==> src/rtl/axis_unpack_lanes_pkg.sv <==
// rtl/axis_unpack_lanes_pkg.sv - shared widths, lane record layout helpers and lowest-set-bit encoder
package axis_unpack_lanes_pkg;

    typedef enum logic {
        ST_IDLE = 1'b0,
        ST_EMIT = 1'b1
    } state_t;

    function automatic int keep_width(input int data_width);
        return (data_width + 7) / 8;
    endfunction

    function automatic int rec_width(input int data_width, input int enable_keep);
        return data_width + 1 + ((enable_keep != 0) ? keep_width(data_width) : 0);
    endfunction

    function automatic int idx_width(input int lanes);
        return (lanes > 1) ? $clog2(lanes) : 1;
    endfunction

    // Lane 0 sits in the MSBs of the packed word.
    function automatic int rec_lsb(input int lane, input int lanes, input int rec_w);
        return (lanes - 1 - lane) * rec_w;
    endfunction

    function automatic int last_offset(input int data_width, input int enable_keep);
        return (enable_keep != 0) ? keep_width(data_width) : 0;
    endfunction

    function automatic int data_offset(input int data_width, input int enable_keep);
        return last_offset(data_width, enable_keep) + 1;
    endfunction

    function automatic logic [5:0] lowest_set(input logic [63:0] mask);
        logic [5:0] idx;
        idx = 6'd0;
        for (int i = 63; i >= 0; i--) begin
            if (mask[i]) idx = 6'(i);
        end
        return idx;
    endfunction

endpackage

==> src/rtl/axis_unpack_lanes_skid_reg.sv <==
// rtl/axis_unpack_lanes_skid_reg.sv - two-entry stream register slice with registered in_tready
module axis_skid_reg #(
    parameter int WIDTH = 8
) (
    input  logic             clk,
    input  logic             resetn,
    input  logic [WIDTH-1:0] in_tdata,
    input  logic             in_tvalid,
    output logic             in_tready,
    output logic [WIDTH-1:0] out_tdata,
    output logic             out_tvalid,
    input  logic             out_tready
);
    logic [WIDTH-1:0] mem_q [2];
    logic             rd_q;
    logic             wr_q;
    logic [1:0]       count_q;
    logic             in_fire;
    logic             out_fire;

    assign in_tready  = (count_q != 2'd2);
    assign out_tvalid = (count_q != 2'd0);
    assign out_tdata  = out_tvalid ? mem_q[rd_q] : '0;
    assign in_fire    = in_tvalid && in_tready;
    assign out_fire   = out_tvalid && out_tready;

    always_ff @(posedge clk or negedge resetn) begin
        if (!resetn) begin
            for (int i = 0; i < 2; i++) mem_q[i] <= '0;
            rd_q    <= 1'b0;
            wr_q    <= 1'b0;
            count_q <= 2'd0;
        end else begin
            if (in_fire) begin
                mem_q[wr_q] <= in_tdata;
                wr_q        <= ~wr_q;
            end
            if (out_fire) rd_q <= ~rd_q;
            count_q <= count_q + {1'b0, in_fire} - {1'b0, out_fire};
        end
    end

endmodule

==> src/rtl/axis_unpack_lanes.sv <==
// rtl/axis_unpack_lanes.sv - serialises packed lane records onto a narrow stream; AXIS_UNPACK_LANES_OUT_REG_EN adds an output skid slice
module axis_unpack_lanes
    import axis_unpack_lanes_pkg::*;
#(
    parameter int DATA_WIDTH  = 32,
    parameter int LANES       = 4,
    parameter int ENABLE_KEEP = 0,
    parameter int DEST_WIDTH  = 16,
    localparam int KEEP_WIDTH = keep_width(DATA_WIDTH),
    localparam int REC_W      = rec_width(DATA_WIDTH, ENABLE_KEEP),
    localparam int IDX_W      = idx_width(LANES)
) (
    input  logic                   clk,
    input  logic                   resetn,
    input  logic [LANES*REC_W-1:0] left_TDATA,
    input  logic [LANES-1:0]       left_TLANES,
    input  logic [DEST_WIDTH-1:0]  left_TDEST,
    input  logic                   left_TVALID,
    output logic                   left_TREADY,
    output logic [DATA_WIDTH-1:0]  right_TDATA,
    output logic                   right_TLAST,
    output logic [KEEP_WIDTH-1:0]  right_TKEEP,
    output logic [DEST_WIDTH-1:0]  right_TDEST,
    output logic [IDX_W-1:0]       right_TID,
    output logic                   right_TVALID,
    input  logic                   right_TREADY
);
    localparam int LAST_OFF = last_offset(DATA_WIDTH, ENABLE_KEEP);
    localparam int DATA_OFF = data_offset(DATA_WIDTH, ENABLE_KEEP);

    state_t                 state_q, state_n;
    logic [LANES*REC_W-1:0] word_q, word_n;
    logic [DEST_WIDTH-1:0]  dest_q, dest_n;
    logic [LANES-1:0]       pend_q, pend_n;
    logic [LANES-1:0]       cur_onehot;
    logic [5:0]             cur_lane;
    logic [REC_W-1:0]       cur_rec;
    logic                   rdy_q;
    logic                   busy;
    logic                   last_lane;
    logic                   core_ready;
    logic                   core_fire;
    logic                   left_fire;
    logic [DATA_WIDTH-1:0]  core_data;
    logic                   core_last;
    logic [KEEP_WIDTH-1:0]  core_keep;
    logic [DEST_WIDTH-1:0]  core_dest;
    logic [IDX_W-1:0]       core_id;

    assign busy       = (state_q == ST_EMIT);
    assign cur_lane   = lowest_set(64'(pend_q));
    assign cur_onehot = LANES'(1) << cur_lane;
    assign last_lane  = ((pend_q & ~cur_onehot) == '0);
    assign core_fire  = busy && core_ready;
    // rdy_q keeps left_TREADY low throughout reset and releases it one edge later.
    assign left_TREADY = rdy_q && (!busy || (core_fire && last_lane));
    assign left_fire   = left_TVALID && left_TREADY;

    always_comb begin
        cur_rec = '0;
        for (int i = 0; i < LANES; i++) begin
            if (cur_lane == 6'(i)) cur_rec = word_q[rec_lsb(i, LANES, REC_W) +: REC_W];
        end
    end

    always_comb begin
        word_n = word_q;
        dest_n = dest_q;
        pend_n = pend_q;
        if (left_fire) begin
            word_n = left_TDATA;
            dest_n = left_TDEST;
            pend_n = left_TLANES;
        end else if (core_fire) begin
            pend_n = pend_q & ~cur_onehot;
        end
        state_n = (pend_n != '0) ? ST_EMIT : ST_IDLE;
    end

    always_ff @(posedge clk or negedge resetn) begin
        if (!resetn) begin
            state_q <= ST_IDLE;
            word_q  <= '0;
            dest_q  <= '0;
            pend_q  <= '0;
            rdy_q   <= 1'b0;
        end else begin
            state_q <= state_n;
            word_q  <= word_n;
            dest_q  <= dest_n;
            pend_q  <= pend_n;
            rdy_q   <= 1'b1;
        end
    end

    // Payload is forced to zero whenever no beat is offered.
    assign core_data = busy ? cur_rec[DATA_OFF +: DATA_WIDTH] : '0;
    assign core_last = busy && cur_rec[LAST_OFF];
    assign core_dest = busy ? dest_q : '0;
    assign core_id   = busy ? cur_lane[IDX_W-1:0] : '0;

    generate
        if (ENABLE_KEEP != 0) begin : g_keep
            assign core_keep = busy ? cur_rec[0 +: KEEP_WIDTH] : '0;
        end else begin : g_no_keep
            assign core_keep = {KEEP_WIDTH{busy}};
        end
    endgenerate

`ifdef AXIS_UNPACK_LANES_OUT_REG_EN
    localparam int PAY_W = DATA_WIDTH + 1 + KEEP_WIDTH + DEST_WIDTH + IDX_W;

    logic [PAY_W-1:0] slice_out;

    axis_skid_reg #(.WIDTH(PAY_W)) u_out_slice (
        .clk        (clk),
        .resetn     (resetn),
        .in_tdata   ({core_data, core_last, core_keep, core_dest, core_id}),
        .in_tvalid  (busy),
        .in_tready  (core_ready),
        .out_tdata  (slice_out),
        .out_tvalid (right_TVALID),
        .out_tready (right_TREADY)
    );

    assign {right_TDATA, right_TLAST, right_TKEEP, right_TDEST, right_TID} = slice_out;
`else
    assign core_ready   = right_TREADY;
    assign right_TVALID = busy;
    assign right_TDATA  = core_data;
    assign right_TLAST  = core_last;
    assign right_TKEEP  = core_keep;
    assign right_TDEST  = core_dest;
    assign right_TID    = core_id;
`endif

endmodule

==> config.mk <==
export PLATFORM = sky130hd
export DESIGN_NAME = axis_unpack_lanes
export DESIGN_NICKNAME = d
export VERILOG_FILES = /design/src/rtl/axis_unpack_lanes_pkg.sv /design/src/rtl/axis_unpack_lanes_skid_reg.sv /design/src/rtl/axis_unpack_lanes.sv
export SDC_FILE = /design/constraint.sdc
export NUM_CORES = 1
export LEC_CHECK = 0
export CAP_MARGIN = 10
export CORE_AREA = 2 2 122 124
export CTS_CLUSTER_SIZE = 25
export DETAILED_ROUTE_END_ITERATION = 7
export DIE_AREA = 0 0 124 126
export GPL_TIMING_DRIVEN = 0
export HOLD_SLACK_MARGIN = 0.08
export MAX_ROUTING_LAYER = met4
export PLACE_DENSITY_LB_ADDON = 0.05
export SLEW_MARGIN = 15
export SYNTH_ARGS = -nofsm -noshare
export SYNTH_HDL_FRONTEND = slang
export SYNTH_SLANG_ARGS = --single-unit
==> constraint.sdc <==
create_clock -name clk -period 3.4 [get_ports clk]
set_input_delay 0.34 -clock clk [delete_from_list [all_inputs] [get_ports clk]]
set_output_delay 0.34 -clock clk [all_outputs]
set_load 0.02 [all_outputs]
==> results of run 1 <==
[worst max path at each step]
| stage | start | endpoint | slack, ps |
|---|---|---|---|
| 2_1_floorplan | pend_q[1]$_DFF_PN0_ | right_TDATA[10] | 1290 |
| 3_3_place_gp | resetn | word_q[22]$_DFFE_PN0P_ | -4080 |
| 3_5_place_dp | pend_q[2]$_DFF_PN0_ | right_TDATA[10] | 270 |
| 4_1_cts | pend_q[1]$_DFF_PN0_ | right_TDATA[26] | 2 |
| 5_1_grt | pend_q[2]$_DFF_PN0_ | right_TDATA[3] | 50 |
| 6_report | pend_q[2]$_DFF_PN0_ | right_TDATA[3] | 180 |
[per-stage QoR]
stage | TNS, ps | area (µm²) | hold slack, ps | util (%) | power [mW]
5_1_grt | 0 | 10280 | 458.8 | 71.79 | 10.81
4_1_cts | 0 | 10250 | 426.7 | 71.58 | 10.19
6_report | 0 | 10280 | 409.5 | 71.79 | 10.16
3_5_place_dp | 0 | 9661 | 272.6 | 67.49 | 8.309
3_3_place_gp | -626650 | 9628 | 467.5 | 67.26 | 8.148
2_1_floorplan | 0 | 7276 | 44.41 | - | 6.265
[cell type report]
| class | count | area [µm²] | share of cell area, % |
|---|---|---|---|
| buffer | 54 | 341.6 | 3.324 |
| sequential | 154 | 3854 | 37.50 |
| inverter | 36 | 135.1 | 1.315 |
| multi-input combinational | 357 | 2967 | 28.87 |
| clock buffer | 20 | 446.7 | 4.347 |
| timing repair buffer | 214 | 2175 | 21.16 |
| clock inverter | 12 | 125.1 | 1.218 |
| tap | 184 | 230.2 | 2.240 |
| antenna | 1 | 2.502 | 0.02435 |
[layer usage]
layer / part of all wire (%) / track usage [%] / vias up
li1: - / - / 2592
met1: 42 / 31.83 / 2793
met2: 49 / 42.66 / 193
met3: 7.2 / 6.929 / 29
met4: 1.8 / 7.469 / 0
met5: 0 / - / -
[worst max-delay path: cells and delay by family, from the launching register on]
family | cells | cell delay [ps]
AO/OA/AOI/OAI | 3 | 550
flip-flops | 1 | 420
AND/OR/NAND/NOR | 1 | 140
buffers and inverters | 4 | 1340
[what timing repair did]
item,4_1_cts,5_1_grt
endpoints found under the hold margin,50,0
setup endpoints to repair,30,30
hold buffers,1,0
gates resized for setup,3,18
[flip-flops by register name, summed over array words and instances (netlist names)]
register / count
word_q: 132
pend_q: 4
dest_q: 16
rdy_q: 1
right_TVALID: 1
[logic make-up (layout without fill, tap and decap cells)]
| family | after synthesis | in the layout | synth area share, % |
|---|---|---|---|
| AO/OA/AOI/OAI | 142 | 142 | 13.19 |
| other | 1 | 2 | 0.05154 |
| flip-flops | 154 | 154 | 52.97 |
| AND/OR/NAND/NOR | 61 | 61 | 3.887 |
| buffers and inverters | 90 | 336 | 6.294 |
| multiplexers | 153 | 153 | 23.61 |
[where the power goes]
part	internal (mW)	switching (mW)	leakage [nW]
combinational	2.51	2.57	2.32
clock	1.09	0.742	0.276
sequential	2.76	0.480	1.81
total	6.36	3.80	4.40
[placed cells by master (no fill, tap or decap), types with 2 or more instances in the layout]
| cell type | count |
|---|---|
| mux2_1 | 66 |
| dfrtp_1 | 154 |
| nor2_1 | 3 |
| mux2_2 | 83 |
| dlymetal6s2s_1 | 4 |
| clkinv_4 | 2 |
| buf_8 | 8 |
| inv_1 | 36 |
| and2_1 | 16 |
| mux2i_1 | 4 |
| buf_2 | 12 |
| clkbuf_16 | 17 |
| a211o_1 | 33 |
| a211oi_2 | 2 |
| clkinvlp_4 | 3 |
| a211oi_1 | 33 |
| o21ai_0 | 34 |
| bufinv_16 | 2 |
| nand2_1 | 36 |
| clkbuf_2 | 6 |
| clkdlybuf4s50_1 | 207 |
| clkinv_2 | 5 |
| clkbuf_4 | 4 |
| clkbuf_1 | 22 |
| buf_4 | 4 |
| a21oi_1 | 33 |
==> impl_results.md, run 1 <==
* Status: finished clean
* HPWL after DPL at approximately 14000 µm
* CTS Buffer Depth at 2
* Core Box Area at ~14000 µm²
* WL final at approximately 19000 µm
* Slowest-stage cell, CP: clkdlybuf4s50_1
* Num CTS Buffers at 17
* Non-Filler Instances at between 1000 and 1500
* Post-synth top cells: dfrtp_1, mux2_2, mux2_1
* Avg Inst Size Synth at between 10 and 15 µm²
* Drt wl/cell at between 15 and 20 µm
* Critical R2R Capture: word_q[103]$_DFFE_PN0P_
* CP max FO at 10
* Slew Limit Headroom at 59.88%
* Area leader, netlist: dfrtp_1
* Final slew viol count at 0
* Highest clock rate at about 310 MHz
* Initial Util at between 50 and 60%
* Inst Count DP at around 1000
* Placement Setup Slack at 265.4 ps
* Nets@finish at a little under 1000
* Worst slew pin tran at approximately 600 ps
* Pwr/cell area at roughly 990 nW/µm²
* Num ports at 213
* Post-Synthesis Cells at around 600
* Pin count of the biggest net entering global routing at between 100 and 150
* GRT Total Usage at between 20% and 30%
* Area Growth Syn to Fin at 41.24%
* Chip height at roughly 130 µm
* Post-synth ARST share at 100.0%
* Post-CTS setup buffers at 0
* H-Tree Depth at 4
* #FFs+latches synth at between 150 and 200
* CP required at between 3000 and 4000 ps
* Synth top area cells: dfrtp_1, mux2_2, mux2_1
* Core Rows at 44
* Worst min path class: in2async
* Drt pass-1 iters at 5
* Critical Path Most Common Cell: clkbuf_4
* Critical Path Max Stage Delay at about 630 ps
* Final Setup Violations at 0
* Area share of the largest cell type after synthesis at a little over half
* Synth warnings at 0
* Clock root buffer master: clkbuf_16
* RSZ-0062 raised after global routing: no
* Routed Antenna Nets at 0
* Clock sinks at around 150
* Minimum clock period at about 3200 ps
* Number of global-route vias before repair at around 6000
* Clock latency on the worst-skew pair at 420 ps
* Post-synth cell types at 31
* First-pass GRT wire length at 30040 µm
* Initial antenna violation count at 1
* Crit start category: flip-flop
* Initial DRC count at around 250
* DIE AREA at between 15000 and 20000 µm²
* Leak pwr at around 4.4 nW
* Reg2reg path depth at 7
* # fillers at around 1100
* Crit path setup slack, layout at 177.0 ps
* EDFF count, synth at 0
* Post-Syn Nets at ~760
* R2R setup slack at between 1000 and 1500 ps
* Port Buffers at between 200 and 250
* Crit path cell chain: clkbuf_2, nor2b_1, clkbuf_4, clkbuf_4, a211oi_1, a211o_1, a21oi_1, clkdlybuf4s50_1
* CTS tree: built
* DRC at 0
* Detailed-route vias per instance at 5.433
* Maximum VDD drop at 0.0005725 V
* Die Wd at roughly 120 µm
* Reg-to-reg critical path startpoint: pend_q[1]$_DFF_PN0_
* GRT overflow at 0
* Arrival time worst endpoint at between 2000 and 3000 ps
* Clock skew at 7.651 ps
* CTS clk-pin slew, worst paths at around 60 ps
* Mapped cell area at 7276 µm²
* Dominant synthesized flop cell: dfrtp_1
* Count leader, synth: dfrtp_1
* Fin. Hold Viols at 0
* Max cap viols at 0
* CP Class: reg2out
* Layout cell share with drive strength beyond 1 at 18.06%
* Worst setup EP type: output port
* Post-synthesis sequential area ratio at between 50% and 60%
* Fin crit share at about 95%
* Gpl congestion at ~0.81
* Routed vias at 5607
Power figures use the tool's default switching activity.
==> run 2: changes to the inputs <==
--- a/config.mk
+++ b/config.mk
@@ -6,10 +6,10 @@
 export NUM_CORES = 1
 export LEC_CHECK = 0
 export CAP_MARGIN = 10
-export CORE_AREA = 2 2 122 124
+export CORE_AREA = 3 3 123 125
 export CTS_CLUSTER_SIZE = 25
 export DETAILED_ROUTE_END_ITERATION = 7
-export DIE_AREA = 0 0 124 126
+export DIE_AREA = 0 0 126 128
 export GPL_TIMING_DRIVEN = 0
 export HOLD_SLACK_MARGIN = 0.08
 export MAX_ROUTING_LAYER = met4
==> run 2 against run 1 <==
Final cell count fell by 0.48%. Setup slack got worse by 40 ps. Flip-flop and latch count did not move. Clock skew rose by 2.2 ps. Largest cell class unchanged. Worst hold slack improved by 32 ps.
==> impl_results.md, run 2 (same netlist as run 1, synthesis figures left out) <==
* Max FFs per register at 132 (unchanged)
* Post-CTS setup buffers at 0 (unchanged)
* Most used routing layer in global routing: met2
* Routed Antenna Nets at 0 (unchanged)
* Slowest-stage cell, CP: clkdlybuf4s50_1
* Detailed-route vias per instance at 5.500 (+1.2%)
* Arrival time worst endpoint at 2920 ps (+40 ps)
* Chip height at 128 µm (+1.6%)
* First-pass GRT wire length at 30970 µm (+3.1%)
* DRC at 0 (unchanged)
* Pin count of the biggest net entering global routing at 92 (-12%)
* Crit path setup slack, layout at 136.7 ps (-40.32 ps)
* Clock skew at 9.852 ps (+2.201 ps)
* Fin. Hold Viols at 0 (unchanged)
* Initial DRC count at 292 (+15%)
* Critical R2R Capture: word_q[97]$_DFFE_PN0P_
* Met2 GRT Util at 41.75% (-0.91 points)
* Highest clock rate at 306.4 MHz (-1.2%)
* Layout cell share with drive strength beyond 1 at 17.95% (-0.12 points)
* Minimum clock period at 3263 ps (+40.32 ps)
* # fillers at 961 (-8.5%)
* Post-Route Utilization at 73.98% (+2.2 points)
* GRT overflow at 0 (unchanged)
* Worst setup EP type: output port
* Pwr/cell area at 1011 nW/µm² (+2.2%)
* WL final at 19850 µm (+2.6%)
* Core Rows at 43 (-2.3%)
* Maximum VDD drop at 0.0006429 V (+12%)
* Reg2reg path depth at 7 (unchanged)
* CP Class: reg2out
* RSZ-0062 raised after global routing: no
* Clock sinks at 154 (unchanged)
* Final Setup Violations at 0 (unchanged)
* DIE AREA at 16130 µm² (+3.2%)
* N_diodes at 0 (-1)
* Leak pwr at 4.403 nW (about the same)
* Gpl congestion at 0.8419 (+3.6%)
* CP bufs+invs at 4 (unchanged)
* Grt met3 use at 7.500% (+0.57 points)
* Inst Count DP at 994 (-0.40%)
* Routed vias at 5648 (+0.73%)
* Worst path depth at 8 (unchanged)
* Placement Setup Slack at 235.0 ps (-30.41 ps)
* Crit start category: flip-flop
* Initial Util at 52.01% (+1.2 points)
* R2R setup slack at 1170 ps (about the same)
* Non-Filler Instances at 1027 (-0.48%)
* Worst min path class: in2async
* Core Box Area at 13990 µm² (-2.3%)
* Worst slew pin tran at 640.8 ps (+39.04 ps)
* Most flops, register: word_q
* Port Buffers at 212 (unchanged)
* Most common cell after layout, fill and taps aside: clkdlybuf4s50_1
* H-Tree Depth at 4 (unchanged)
* Drt wl/cell at 19.32 µm (+3.1%)
* CTS clk-pin slew, worst paths at 60 ps (about the same)
* CP required at 3060 ps (about the same)
* CTS Buffer Depth at 2 (unchanged)
* Most frequent cells in the layout: clkdlybuf4s50_1, dfrtp_1, mux2_2
* GR Layer Usage met1 at 30.87% (-0.96 points)
* Top flop regs: word_q x132, dest_q x16, pend_q x4
* Clock root buffer master: clkbuf_16
* Family with the most delay on the worst path: buffers and inverters
* CP max FO at 10 (unchanged)
* Area Growth Syn to Fin at 42.24%
* Num CTS Buffers at 17 (unchanged)
* Critical Path Max Stage Delay at 630 ps (about the same)
* GRT Total Usage at 25.54% (-0.54 points)
* Reg-to-reg critical path startpoint: pend_q[1]$_DFF_PN0_
* Clock latency on the worst-skew pair at 430 ps (about the same)
* Num ports at 213 (unchanged)
* Number of global-route vias before repair at 5987 (-0.43%)
* Status: finished clean
* Max cap viols at 0 (unchanged)
* Die Wd at 126 µm (+1.6%)
* Final slew viol count at 0 (unchanged)
* Initial antenna violation count at 0 (-1)
* HPWL after DPL at 14340 µm (+2.6%)
* Slew Limit Headroom at 57.28% (-2.6 points)
* Nets@finish at 990 (unchanged)
* Drt pass-1 iters at 7 (+2)
* CTS tree: built
* Fin crit share at 95.98% (+1.2 points)
* Crit path cell chain: clkbuf_2, nor2b_1, buf_2, clkbuf_4, a211oi_1, a211o_1, a21oi_1, clkdlybuf4s50_1
==> run 2: cell types whose count changed in the layout (fill, tap and decap cells not counted) <==
cell	delta
clkbuf_1	+1
clkinv_4	+1
clkbuf_4	-1
clkinvlp_4	-2
clkbuf_8	+2
bufinv_16	+3
diode_2	-1
clkdlybuf4s50_1	+3
clkinv_2	-4
dlymetal6s2s_1	-3
==> run 2: power by group <==
| group | switching [mW] | internal, mW |
|---|---|---|
| Combinational | 2.59 | 2.51 |
| Sequential | 0.481 | 2.76 |
| Clock | 0.750 | 1.36 |
==> run 2: repair_timing <==
action / 4_1_cts / 5_1_grt
resized for setup: 4 / 9
endpoints found under the setup margin: 30 / 24
endpoints found under the hold margin: 63 / 0
hold buffers: 1 / 0
==> run 2: layer usage <==
layer,part of all wire (%),vias up
li1,-,2595
met1,42,2807
met2,50,211
met3,6.6,35
met4,2.2,0
met5,0,-
==> run 2: through the flow <==
stage	hold WS (ps)	power, mW	instance area (µm²)	setup TNS [ps]
final	441.1	10.46	10350	0
after floorplan	44.41	6.265	7276	0
after detailed placement	308.8	8.330	9656	0
after global placement	467.2	8.158	9623	-624290
after global routing	476.5	11.07	10350	0
after CTS	459.6	10.50	10330	0
==> run 2: worst reg2reg max path: cells and delay by family (launching register included) <==
family                 cells  cell delay [ps]
flip-flops                 1              380
AO/OA/AOI/OAI              3              740
multiplexers               1              350
buffers and inverters      3              650
==> run 2: area by class of cell <==
type | instances | area, µm² | area share [%]
clock buffers | 22 | 474.2 | 4.582
repair buffers | 214 | 2167 | 20.94
inverters | 36 | 135.1 | 1.306
clock inverters | 10 | 188.9 | 1.826
flip-flops and latches | 154 | 3854 | 37.24
well taps | 180 | 225.2 | 2.176
plain buffers | 54 | 337.8 | 3.264
multi-input cells | 357 | 2967 | 28.67
==> run 2: how the worst max path moves through the flow <==
stage | end | startpoint | slack (ps)
after floorplan | right_TDATA[10] | pend_q[1]$_DFF_PN0_ | 1290
after global placement | word_q[21]$_DFFE_PN0P_ | resetn | -4060
after detailed placement | right_TDATA[10] | pend_q[2]$_DFF_PN0_ | 240
after CTS | right_TDATA[12] | pend_q[2]$_DFF_PN0_ | 30
after global routing | right_TDATA[16] | pend_q[2]$_DFF_PN0_ | 20
final | right_TDATA[10] | pend_q[2]$_DFF_PN0_ | 140
